===== config.mk =====
export PLATFORM = sky130hd
export DESIGN_NAME = cdu_error_counter
export DESIGN_NICKNAME = d
export VERILOG_FILES = /design/src/rtl/cdu_pkg.sv /design/src/rtl/cdu_pulse_qualifier.sv /design/src/rtl/cdu_error_counter.sv
export SDC_FILE = /design/constraint.sdc
export NUM_CORES = 1
export LEC_CHECK = 0
export BUFFER_PORTS_ARGS = -buffer_cell sky130_fd_sc_hd__buf_4
export CAP_MARGIN = 20
export CORE_ASPECT_RATIO = 0.8
export CORE_UTILIZATION = 51
export DETAILED_ROUTE_END_ITERATION = 7
export GPL_TIMING_DRIVEN = 0
export PLACE_DENSITY = 0.71
export SLEW_MARGIN = 20
export SYNTH_ARGS = -nofsm -noshare
export SYNTH_HDL_FRONTEND = slang
export SYNTH_SLANG_ARGS = --single-unit

===== constraint.sdc =====
create_clock -name clk -period 3 [get_ports clk]
set_input_delay 0.3 -clock clk [delete_from_list [all_inputs] [get_ports clk]]
set_output_delay 0.3 -clock clk [all_outputs]
set_load 0.1 [all_outputs]

===== src/rtl/cdu_pkg.sv =====
// Shared types and constants for the CDU error-counter channel.
package cdu_pkg;

    // Default counter / DAC code width and saturation magnitude.
    localparam int CDU_CODE_WIDTH        = 10;
    localparam int ERR_CNT_LIMIT_DEFAULT = 384;

    // AGCEEC level that enables counting (ground-closure: low = enabled).
    localparam logic EEC_ACTIVE = 1'b0;

    // Signed counter / DAC code at the default width.
    typedef logic signed [CDU_CODE_WIDTH-1:0] cdu_code_t;

    // Per-channel pulse qualification states.
    typedef enum logic [1:0] {
        IDLE,
        ARMING,
        HELD
    } pulse_state_t;

endpackage


===== src/rtl/cdu_pulse_qualifier.sv =====
// Synchronises one asynchronous AGC command pulse, filters it with a
// saturating run counter and emits a single qualify strobe per pulse.
module cdu_pulse_qualifier
    import cdu_pkg::*;
#(
    parameter int FILT_CYCLES = 4
) (
    input  logic clk,
    input  logic rst_n,
    input  logic pulse_async,
    output logic qualify
);

    localparam int RUN_W = (FILT_CYCLES > 1) ? $clog2(FILT_CYCLES + 1) : 1;
    localparam logic [RUN_W-1:0] RUN_MAX = RUN_W'(FILT_CYCLES);

    logic [1:0]       sync_q;
    logic             pulse_sync;
    logic [RUN_W-1:0] run_q;
    pulse_state_t     state_q;
    pulse_state_t     state_d;

    assign pulse_sync = sync_q[1];

    // Two-flop synchroniser for the asynchronous pulse input.
    always_ff @(posedge clk or negedge rst_n) begin
        if (!rst_n) begin
            sync_q <= '0;
        end else begin
            sync_q <= {sync_q[0], pulse_async};
        end
    end

    // Run counter: consecutive synchronised-high cycles, saturating at FILT_CYCLES.
    always_ff @(posedge clk or negedge rst_n) begin
        if (!rst_n) begin
            run_q <= '0;
        end else if (!pulse_sync) begin
            run_q <= '0;
        end else if (run_q != RUN_MAX) begin
            run_q <= run_q + 1'b1;
        end
    end

    // State register.
    always_ff @(posedge clk or negedge rst_n) begin
        if (!rst_n) begin
            state_q <= IDLE;
        end else begin
            state_q <= state_d;
        end
    end

    // Next-state logic: HELD blocks re-qualification until the input drops.
    always_comb begin
        state_d = state_q;
        case (state_q)
            IDLE: begin
                if (pulse_sync) state_d = ARMING;
            end
            ARMING: begin
                if (run_q == RUN_MAX) state_d = pulse_sync ? HELD : IDLE;
                else if (!pulse_sync) state_d = IDLE;
            end
            HELD: begin
                if (!pulse_sync) state_d = IDLE;
            end
            default: state_d = IDLE;
        endcase
    end

    // Output decode: qualify once, in the cycle the run count reaches FILT_CYCLES.
    always_comb begin
        qualify = (state_q == ARMING) && (run_q == RUN_MAX);
    end

endmodule


===== src/rtl/cdu_error_counter.sv =====
// CDU error-counter front end: qualifies AGC up/down pulses and keeps a
// signed saturating count presented as a registered DAC code.
module cdu_error_counter
    import cdu_pkg::*;
#(
    parameter int WIDTH       = CDU_CODE_WIDTH,
    parameter int LIMIT       = ERR_CNT_LIMIT_DEFAULT,
    parameter int FILT_CYCLES = 4
) (
    input  logic             clk,
    input  logic             rst_n,
    input  logic             AFpPCH,
    input  logic             AFmPCH,
    input  logic             AGCEEC,
    output logic [WIDTH-1:0] dac_code,
    output logic             dac_update,
    output logic             at_limit,
    output logic             cnt_zero,
    output logic             drop_pulse
);

    localparam logic signed [WIDTH-1:0] POS_LIM = WIDTH'(LIMIT);
    localparam logic signed [WIDTH-1:0] NEG_LIM = -POS_LIM;
    localparam logic signed [WIDTH-1:0] ONE     = WIDTH'(1);

    logic                    up_qual;
    logic                    dn_qual;
    logic [1:0]              eec_sync_q;
    logic                    enabled;
    logic signed [WIDTH-1:0] count_q;
    logic signed [WIDTH-1:0] count_d;
    logic                    update_d;
    logic                    drop_d;

    cdu_pulse_qualifier #(
        .FILT_CYCLES(FILT_CYCLES)
    ) u_up_qual (
        .clk        (clk),
        .rst_n      (rst_n),
        .pulse_async(AFpPCH),
        .qualify    (up_qual)
    );

    cdu_pulse_qualifier #(
        .FILT_CYCLES(FILT_CYCLES)
    ) u_dn_qual (
        .clk        (clk),
        .rst_n      (rst_n),
        .pulse_async(AFmPCH),
        .qualify    (dn_qual)
    );

    assign enabled = (eec_sync_q[1] == EEC_ACTIVE);

    // Two-flop synchroniser for the enable discrete.
    always_ff @(posedge clk or negedge rst_n) begin
        if (!rst_n) begin
            eec_sync_q <= '0;
        end else begin
            eec_sync_q <= {eec_sync_q[0], AGCEEC};
        end
    end

    // Next count: limit check happens before the add, so the code never wraps.
    always_comb begin
        count_d  = count_q;
        update_d = 1'b0;
        drop_d   = 1'b0;
        if (!enabled) begin
            count_d  = '0;
            update_d = (count_q != '0);
        end else if (up_qual && !dn_qual) begin
            if (count_q == POS_LIM) begin
                drop_d = 1'b1;
            end else begin
                count_d  = count_q + ONE;
                update_d = 1'b1;
            end
        end else if (dn_qual && !up_qual) begin
            if (count_q == NEG_LIM) begin
                drop_d = 1'b1;
            end else begin
                count_d  = count_q - ONE;
                update_d = 1'b1;
            end
        end
    end

    // Count register with strobes aligned to the cycle the new code appears.
    always_ff @(posedge clk or negedge rst_n) begin
        if (!rst_n) begin
            count_q    <= '0;
            dac_update <= 1'b0;
            drop_pulse <= 1'b0;
        end else begin
            count_q    <= count_d;
            dac_update <= update_d;
            drop_pulse <= drop_d;
        end
    end

    // Flag decodes straight off the count register.
    always_comb begin
        dac_code = count_q;
        at_limit = (count_q == POS_LIM) || (count_q == NEG_LIM);
        cnt_zero = (count_q == '0);
    end

endmodule


### Yosys cells after proc, flatten, opt, wreduce, memory -nomap -nowiden

Cells that the tools add are included.

| storage, ports and cells | value |
|---|---|
| bits in registers | 28 |
| bits of input ports | 5 |
| output and inout port bits | 14 |
| logic and storage cells | 72 |

| cells by class | value |
|---|---|
| $add $sub $neg | 4 |
| equality and inequality tests | 16 |
| muxes and demuxes | 29 |
| reduce and logical (&&, ||, !) cells | 13 |

Operator list:

| cell | number |
|---|---|
| 10-bit 2-to-1 mux | 5 |
| 10-bit == test (second input constant) | 2 |
| 2-bit 2-to-1 mux | 8 |
| 3-bit 2-to-1 mux | 4 |
| 3-bit != test (second input constant) | 4 |
| 2-bit one-hot mux with 3 select lines | 2 |
| 10-bit by 2-bit adder with 10-bit output (second input constant) | 1 |
| 10-bit zero test | 1 |
| 1-bit 2-to-1 mux | 10 |
| 10-bit nonzero test | 1 |
| 10-bit by 2-bit subtractor with 10-bit output (second input constant) | 1 |
| 3-bit by 1-bit adder with 3-bit output (second input constant) | 2 |
| 3-bit == test (second input constant) | 2 |
| 2-bit by 1-bit == test with 1-bit output (second input constant) | 2 |
| 2-bit == test (second input constant) | 2 |
| 1-bit logical AND | 4 |
| 2-bit zero test | 2 |
| 2-bit by 1-bit != test with 1-bit output (second input constant) | 2 |
| 2-bit != test (second input constant) | 2 |
| 3-bit AND reduction | 1 |
| 3-bit nonzero test | 1 |
| 1-bit zero test | 2 |
| 1-bit logical OR | 1 |

### Longest topological paths before layout

Gate-level depths: netlist of the first run.

| depth | value |
|---|---|
| depth in word-level cells | 7 |
| depth in mapped cells | 11 |
| mapped depth without buffers | 11 |

### Modules after synthesis

A second synthesis of the first run with hierarchy kept.

| second synthesis, totals | value |
|---|---|
| cell total of the unflattened synthesis | 152 |
| area, all modules | 1595.3 µm² |

Modules (own cells, without submodules):

| module | times used | cells each | area an instance (µm²) | sequential area each (µm²) |
|---|---|---|---|---|
| cdu_error_counter | 1 | 96 | 972.2 | 350.3 |
| cdu_pulse_qualifier | 2 | 28 | 311.5 | 175.2 |

### Worst setup path before layout of the first run

No wires, ideal clock.

| path | value |
|---|---|
| kind | register -> register |
| start point | register count_q[2] (netlist: dac_code[2]) |
| end point | register dac_update |
| arrival time | 4.382 ns |
| setup slack | -1.651 ns |
| stages on the path, launching flop included | 5 |
| cells stage by stage | dfrtp_1 -> nor4_2 -> nand2_1 -> nor4_1 -> a21oi_1 |

| on the way | value |
|---|---|
| longest elaborated chain between the ends | 5 |
| elaborated cells between the ends (all ways) | 8 |

RTL lines:

| item | RTL line | source |
|---|---|---|
| start: declaration | cdu_error_counter.sv:30 | `logic signed [WIDTH-1:0] count_q;` |
| start signal: assignment | cdu_error_counter.sv:96 | `count_q <= count_d;` |
| 10-bit == test | cdu_error_counter.sv:80 | `if (count_q == NEG_LIM) begin` |
| 1-bit 2-to-1 mux | cdu_error_counter.sv:80 |  |
| 1-bit 2-to-1 mux | cdu_error_counter.sv:79 | `end else if (dn_qual && !up_qual) begin` |
| 1-bit 2-to-1 mux | cdu_error_counter.sv:72 | `end else if (up_qual && !dn_qual) begin` |
| 1-bit 2-to-1 mux (*) | cdu_error_counter.sv:69 | `if (!enabled) begin` |
| via update_d | cdu_error_counter.sv:32 | `logic update_d;` |
| end signal: assignment | cdu_error_counter.sv:97 | `dac_update <= update_d;` |
| end: declaration | cdu_error_counter.sv:16 | `output logic dac_update,` |

Mark *: on every way through the listed nets, which the timed path passes. The rest lies on a longest branch.
A chain may end at the register's enable or synchronous reset.

### Worst setup path after layout of the first run

| path | value |
|---|---|
| start point | register u_up_qual.run_q[0] |
| end point | register count_q[9] (netlist: dac_code[9]) |

| on the way | value |
|---|---|
| longest elaborated chain between the ends | 6 |
| elaborated cells between the ends (all ways) | 11 |

RTL lines:

| item | RTL line | source |
|---|---|---|
| start: declaration | cdu_pulse_qualifier.sv:19 | `logic [RUN_W-1:0] run_q;` |
| start signal: assignment | cdu_pulse_qualifier.sv:41 | `run_q <= run_q + 1'b1;` |
| 3-bit == test (*) | cdu_pulse_qualifier.sv:74 | `qualify = (state_q == ARMING) && (run_q == RUN_MAX);` |
| 1-bit logical AND (*) | cdu_pulse_qualifier.sv:74 |  |
| 1-bit zero test | cdu_error_counter.sv:79 |  |
| 1-bit logical AND | cdu_error_counter.sv:79 |  |
| 3-bit nonzero test (no source line) | - |  |
| 3-bit AND reduction (no source line) | - |  |

Mark *: on every way between the ends. The rest lies on a longest branch, timed or not.

==> results of run 1 <==
kinds of logic (layout without fill, tap and decap cells):
family                   Yosys count  after routing  share of synthesized area, %
multiplexers                       7              7                          4.50
buffers and inverters             15             38                          4.89
AND/OR/NAND/NOR                   43             43                          15.3
flip-flops                        28             28                          44.2
XOR/XNOR                           9              9                          4.97
AO/OA/AOI/OAI                     36             36                          15.4
adder cells (fa/ha/maj)           13             13                          10.7
per-stage QoR:
stage               hold slack, ns  util, %  area [sq um]  power (mW)  cells
floorplan                  0.00441        -          1600       0.778    151
global placement             0.231     62.7          1790       0.848    207
detailed placement           0.241     62.7          1790       0.864    207
CTS                          0.115     65.0          1850        1.10    212
global route                 0.107     65.0          1850        1.15    212
finish                       0.119     65.0          1850        1.09    212
flip-flops by register name, indices dropped and copies added (netlist names):
| register | flops |
|---|---|
| drop_pulse | 1 |
| u_up_qual.state_q | 2 |
| u_up_qual.sync_q | 2 |
| u_dn_qual.state_q | 2 |
| u_dn_qual.sync_q | 2 |
| dac_code | 10 |
| eec_sync_q | 2 |
| u_up_qual.run_q | 3 |
| u_dn_qual.run_q | 3 |
| dac_update | 1 |
cells in the final DEF, fill, tap and decap left out, types with 2 or more instances in the layout:
master / instances
dfrtp_1: 28
buf_4: 18
nor2_1: 16
inv_1: 12
a21oi_1: 12
ha_1: 12
nand2_1: 8
xnor2_1: 8
mux2i_1: 6
o21ai_0: 5
clkbuf_8: 4
nor3_1: 3
nand3_1: 3
a311oi_1: 3
nand2b_1: 2
o21ai_2: 2
a31oi_1: 2
o21a_1: 2
o21ai_1: 2
a211oi_2: 2
a21o_1: 2
final timing paths:
path | slack [ns] | depth (start not counted) | to
max | 0.17 | 11 | dac_code[9]$_DFFE_PN0P_
min | 0.12 | 1 | u_up_qual.sync_q[0]$_DFF_PN0_
max reg2reg | 0.17 | 11 | dac_code[9]$_DFFE_PN0P_
min reg2reg | 0.36 | 0 | u_up_qual.sync_q[1]$_DFF_PN0_
max in group asynchronous | 2.26 | 2 | dac_code[1]$_DFFE_PN0P_
min in group asynchronous | 0.47 | 2 | u_up_qual.run_q[2]$_DFFE_PN0P_
critical path, cell delays in order (launching register included):
cell and delay (ns):
dfrtp_1 0.42, inv_1 0.07, ha_1 0.22, and4b_4 0.31, nand2_4 0.14, ha_1 0.31
a21o_1 0.13, nand4_1 0.11, and3_4 0.21, o31a_1 0.32, mux2i_1 0.16, mux2_1 0.33
area by class of cell:
type	instances	area, sq um
repair buffers	19	145
flip-flops and latches	28	701
plain buffers	2	15.0
inverters	13	62.6
well taps	38	47.5
clock buffers	4	55.1
fillers	245	998
multi-input cells	108	826
power by group:
part	switching (mW)	internal, mW	total, mW	leakage, nW
combinational	0.276	0.147	0.423	0.491
clock	0.118	0.118	0.236	0.0288
sequential	0.0309	0.405	0.436	0.365
metal layers:
layer	GRT usage, %	vias to the layer above	routed length (um)
met1	28.4	567	1530
met3	5.04	4	110
met5	0	-	0
met4	5.93	0	22
met2	34.6	24	1450
li1	-	575	-
what timing repair did:
item,in CTS,in global routing
hold buffers,1,0
endpoints found under the setup margin,0,0
endpoints found under the hold margin,28,0
==> flow_metrics.tcl, run 1 <==
set metrics [dict create \
    synth_top_area_cell "dfrtp_1" \
    finalHoldViolCount 0 \
    synth_cell_types 38 \
    path_max_fanout 13 \
    antenna_found_initial 0 \
    portBuffers 18 \
    slew_violations 0 \
    die_h_um 51.9 \
    synthTopCellsByArea "dfrtp_1, ha_1, xnor2_1, a21oi_1, mux2i_1" \
    tritoncts "done" \
    synthFlopType "dfrtp_1" \
    grt_pass1_wl_mm 5.37 \
    gr-total-overflow 0 \
    antenna_cells 0 \
    min_period_over_period_pct 94.2 \
    nets 193 \
    post_cts.repair.setup_buffers 0 \
    netlist_top_cells_count "dfrtp_1, nor2_1, a21oi_1" \
    setup_viol 0 \
    critical_path_class "reg2reg" \
    grt_pass1_vias 1194 \
    dr.pass1.iters 4 \
    core_area_sq_um 2850 \
    ys_warn_count 0 \
    hold_start "AFpPCH" \
    timing.final.ws_setup_ns 0.173 \
    antenna_left 0 \
    yosys.area.top_type_share_pct 44.2 \
    p_leak_nw 0.885 \
    tns_ns 0 \
    clock_sinks 28 \
    vias 1170 \
    skew_ns 0.00862 \
    ir_drop_v 0.000388 \
    fin_crit_ns 2.83 \
    end_kind "register" \
    tightest_slew_ns 0.554 \
    required_ns 3.17 \
    arrival_ns 3.00 \
    outcome "completed" \
    cts-htree-levels 1 \
    clock_path_buffers 2 \
    die_w_um 64.3 \
    regToRegStartpoint "u_up_qual.run_q[0]$_DFFE_PN0P_" \
    clk_pin_slew_ns 0.10 \
    synth_fp_nets 169 \
    core.rowCount 17 \
    hold_class "in2reg" \
    async_flop_share_pct 100 \
    dieArea_sq_um 3340 \
    synth_edf_count 0 \
    grt_max_degree 29 \
    rsz0062_at_grt "no" \
    synthToLayoutAreaGrowth_pct 16.8 \
    drive_gt1_share_pct 22.4 \
    cp-startpoint "u_up_qual.run_q[0]$_DFFE_PN0P_" \
    yosysSeqAreaShare_pct 44.2 \
    dp_slack_ns 0.186 \
    start_kind "register" \
    yosysMostFrequentCell "dfrtp_1" \
    clock_latency_ns 0.28 \
    drt-initial-drc-count 53 \
    max_freq_mhz 354 \
    ios 19 \
    drc 0 \
    ys_ff_latch 28 \
    wl_per_cell_um 14.7 \
    synthCells 151 \
    synth_area_per_cell_sq_um 10.5 \
    vias_per_cell 5.52 \
    p_per_area_nw_per_um2 591 \
    numCtsBuffers 3 \
    root_buffer "clkbuf_8" \
    grt_usage_pct 21.2 \
    synth_area_sq_um 1590 \
    wirelength_mm 3.12 \
    hpwl_mm 2.30 \
    initial_core_util_pct 55.6 \
    gp_congestion 0.760 \
    cap_violations 0 \
    slew-limit-headroom_pct 63.0 \
    ctsResizeCount 0 \
]
Power figures use the tool's default switching activity.
==> run 2, diff against run 1 <==
==> constraint.sdc (replaced) <==
create_clock -name clk -period 3.52 [get_ports clk]
set_input_delay 0.352 -clock clk [delete_from_list [all_inputs] [get_ports clk]]
set_output_delay 0.352 -clock clk [all_outputs]
set_load 0.1 [all_outputs]
==> flow_metrics.tcl, run 2 (synthesis gave the netlist of run 1 again) <==
set metrics [dict create \
    skew_ns 0.00471 \
    arrival_ns 3.08 \
    outcome "completed" \
    dr.pass1.iters 4 \
    largest_reg_flops 10 \
    clock_sinks 28 \
    dieArea_sq_um 3340 \
    grt_max_degree 29 \
    wl_per_cell_um 14.7 \
    drc 0 \
    gp_congestion 0.830 \
    final_cell_mix "dfrtp_1, buf_4, nor2_1" \
    clk_pin_slew_ns 0.09 \
    antenna_cells 0 \
    cts-htree-levels 1 \
    numCtsBuffers 3 \
    antenna_found_initial 0 \
    hold_class "in2reg" \
    finalHoldViolCount 0 \
    root_buffer "clkbuf_8" \
    tns_ns 0 \
    ff2ff_setup_slack_ns 0.60 \
    cap_violations 0 \
    vias_per_cell 5.57 \
    drt-initial-drc-count 79 \
    path_max_fanout 13 \
    tritoncts "done" \
    fin_crit_ns 2.92 \
    reg2reg_depth 11 \
    p_leak_nw 0.881 \
    ctsResizeCount 0 \
    antenna_left 0 \
    min_period_over_period_pct 82.9 \
    grt_usage_pct 21.8 \
    clock_latency_ns 0.27 \
    rsz0062_at_grt "no" \
    core_area_sq_um 2850 \
    clock_path_buffers 2 \
    core.rowCount 17 \
    p_per_area_nw_per_um2 501 \
    grt_pass1_vias 1195 \
    end_kind "register" \
    hpwl_mm 2.30 \
    tightest_slew_ns 0.515 \
    ios 19 \
    multi_input_area_sq_um 813 \
    die_w_um 64.3 \
    holdBufCountCts 1 \
    die_h_um 51.9 \
    cp-startpoint "u_up_qual.run_q[0]$_DFFE_PN0P_" \
    max_freq_mhz 343 \
    initial_core_util_pct 55.6 \
    ir_drop_v 0.000326 \
    synthToLayoutAreaGrowth_pct 16.0 \
    endpoint "dac_code[9]$_DFFE_PN0P_" \
    vias 1181 \
    slew_violations 0 \
    setup_viol 0 \
    grt_pass1_wl_mm 5.40 \
    hold_start "AGCEEC" \
    register_area_sq_um 701 \
    hold_depth 1 \
    post-route-util_pct 64.5 \
    layout_commonest_cell "dfrtp_1" \
    regToRegStartpoint "u_up_qual.run_q[0]$_DFFE_PN0P_" \
    wirelength_mm 3.12 \
    drive_gt1_share_pct 21.8 \
    gr-total-overflow 0 \
    timing.rr.end "dac_code[9]$_DFFE_PN0P_" \
    start_kind "register" \
    required_ns 3.68 \
    critical_path_class "reg2reg" \
    nets 193 \
    post_cts.repair.setup_buffers 0 \
    slew-limit-headroom_pct 65.6 \
    nFillCells 246 \
    portBuffers 18 \
]
[run 2: changes by cell type in the layout (fill, tap and decap cells not counted)]
cell | previous run | this run
a21oi_1 | 12 | 13
a21oi_2 | 1 | 0
nor4_2 | 1 | 2
nor4_4 | 1 | 0
[run 2: area by class of cell]
class / instances / share of cell area, %
Inverter: 13 / 3.40
Timing Repair Buffer: 19 / 7.89
Multi-Input combinational cell: 108 / 44.2
Sequential cell: 28 / 38.1
Buffer: 2 / 0.816
Clock buffer: 4 / 2.99
Tap cell: 38 / 2.59
[run 2: how the worst min path moves through the flow]
stage,slack (ns),end
2_1_floorplan,0.06,dac_code[0]$_DFFE_PN0P_
3_3_place_gp,0.28,u_up_qual.state_q[0]$_DFFE_PN0P_
3_5_place_dp,0.29,u_up_qual.run_q[2]$_DFFE_PN0P_
4_1_cts,0.17,eec_sync_q[0]$_DFF_PN0_
5_1_grt,0.17,eec_sync_q[0]$_DFF_PN0_
6_report,0.18,eec_sync_q[0]$_DFF_PN0_
[run 2: critical path, stage by stage, from the launching register on]
cell,delay (ns)
dfrtp_1,0.42
inv_1,0.07
ha_1,0.24
and4b_4,0.31
nand2_4,0.13
ha_1,0.31
a21o_1,0.14
nand4_1,0.10
and3_4,0.21
o31a_1,0.32
mux2i_1,0.19
mux2_1,0.35
[run 2: routing by layer]
metal / GRT usage [%] / wire (um)
met1: 27.4 / 1400
met2: 37.2 / 1540
met3: 5.04 / 131
met4: 7.04 / 52
met5: 0 / 0
[run 2: metrics by stage]
step	area, sq um	worst slack (ns)	hold slack [ns]	instances	power (mW)
after global placement	1770	0.753	0.283	207	0.717
after detailed placement	1770	0.660	0.288	207	0.730
after floorplan	1590	0.160	0.0564	151	0.657
final	1840	0.602	0.185	212	0.921
after CTS	1840	0.616	0.172	212	0.934
after global routing	1840	0.415	0.166	212	0.974
[run 2: power by group]
group / total (mW) / internal [mW] / switching (mW)
Combinational: 0.354 / 0.122 / 0.233
Sequential: 0.371 / 0.345 / 0.0259
Clock: 0.196 / 0.100 / 0.0955
Total: 0.921 / 0.567 / 0.354
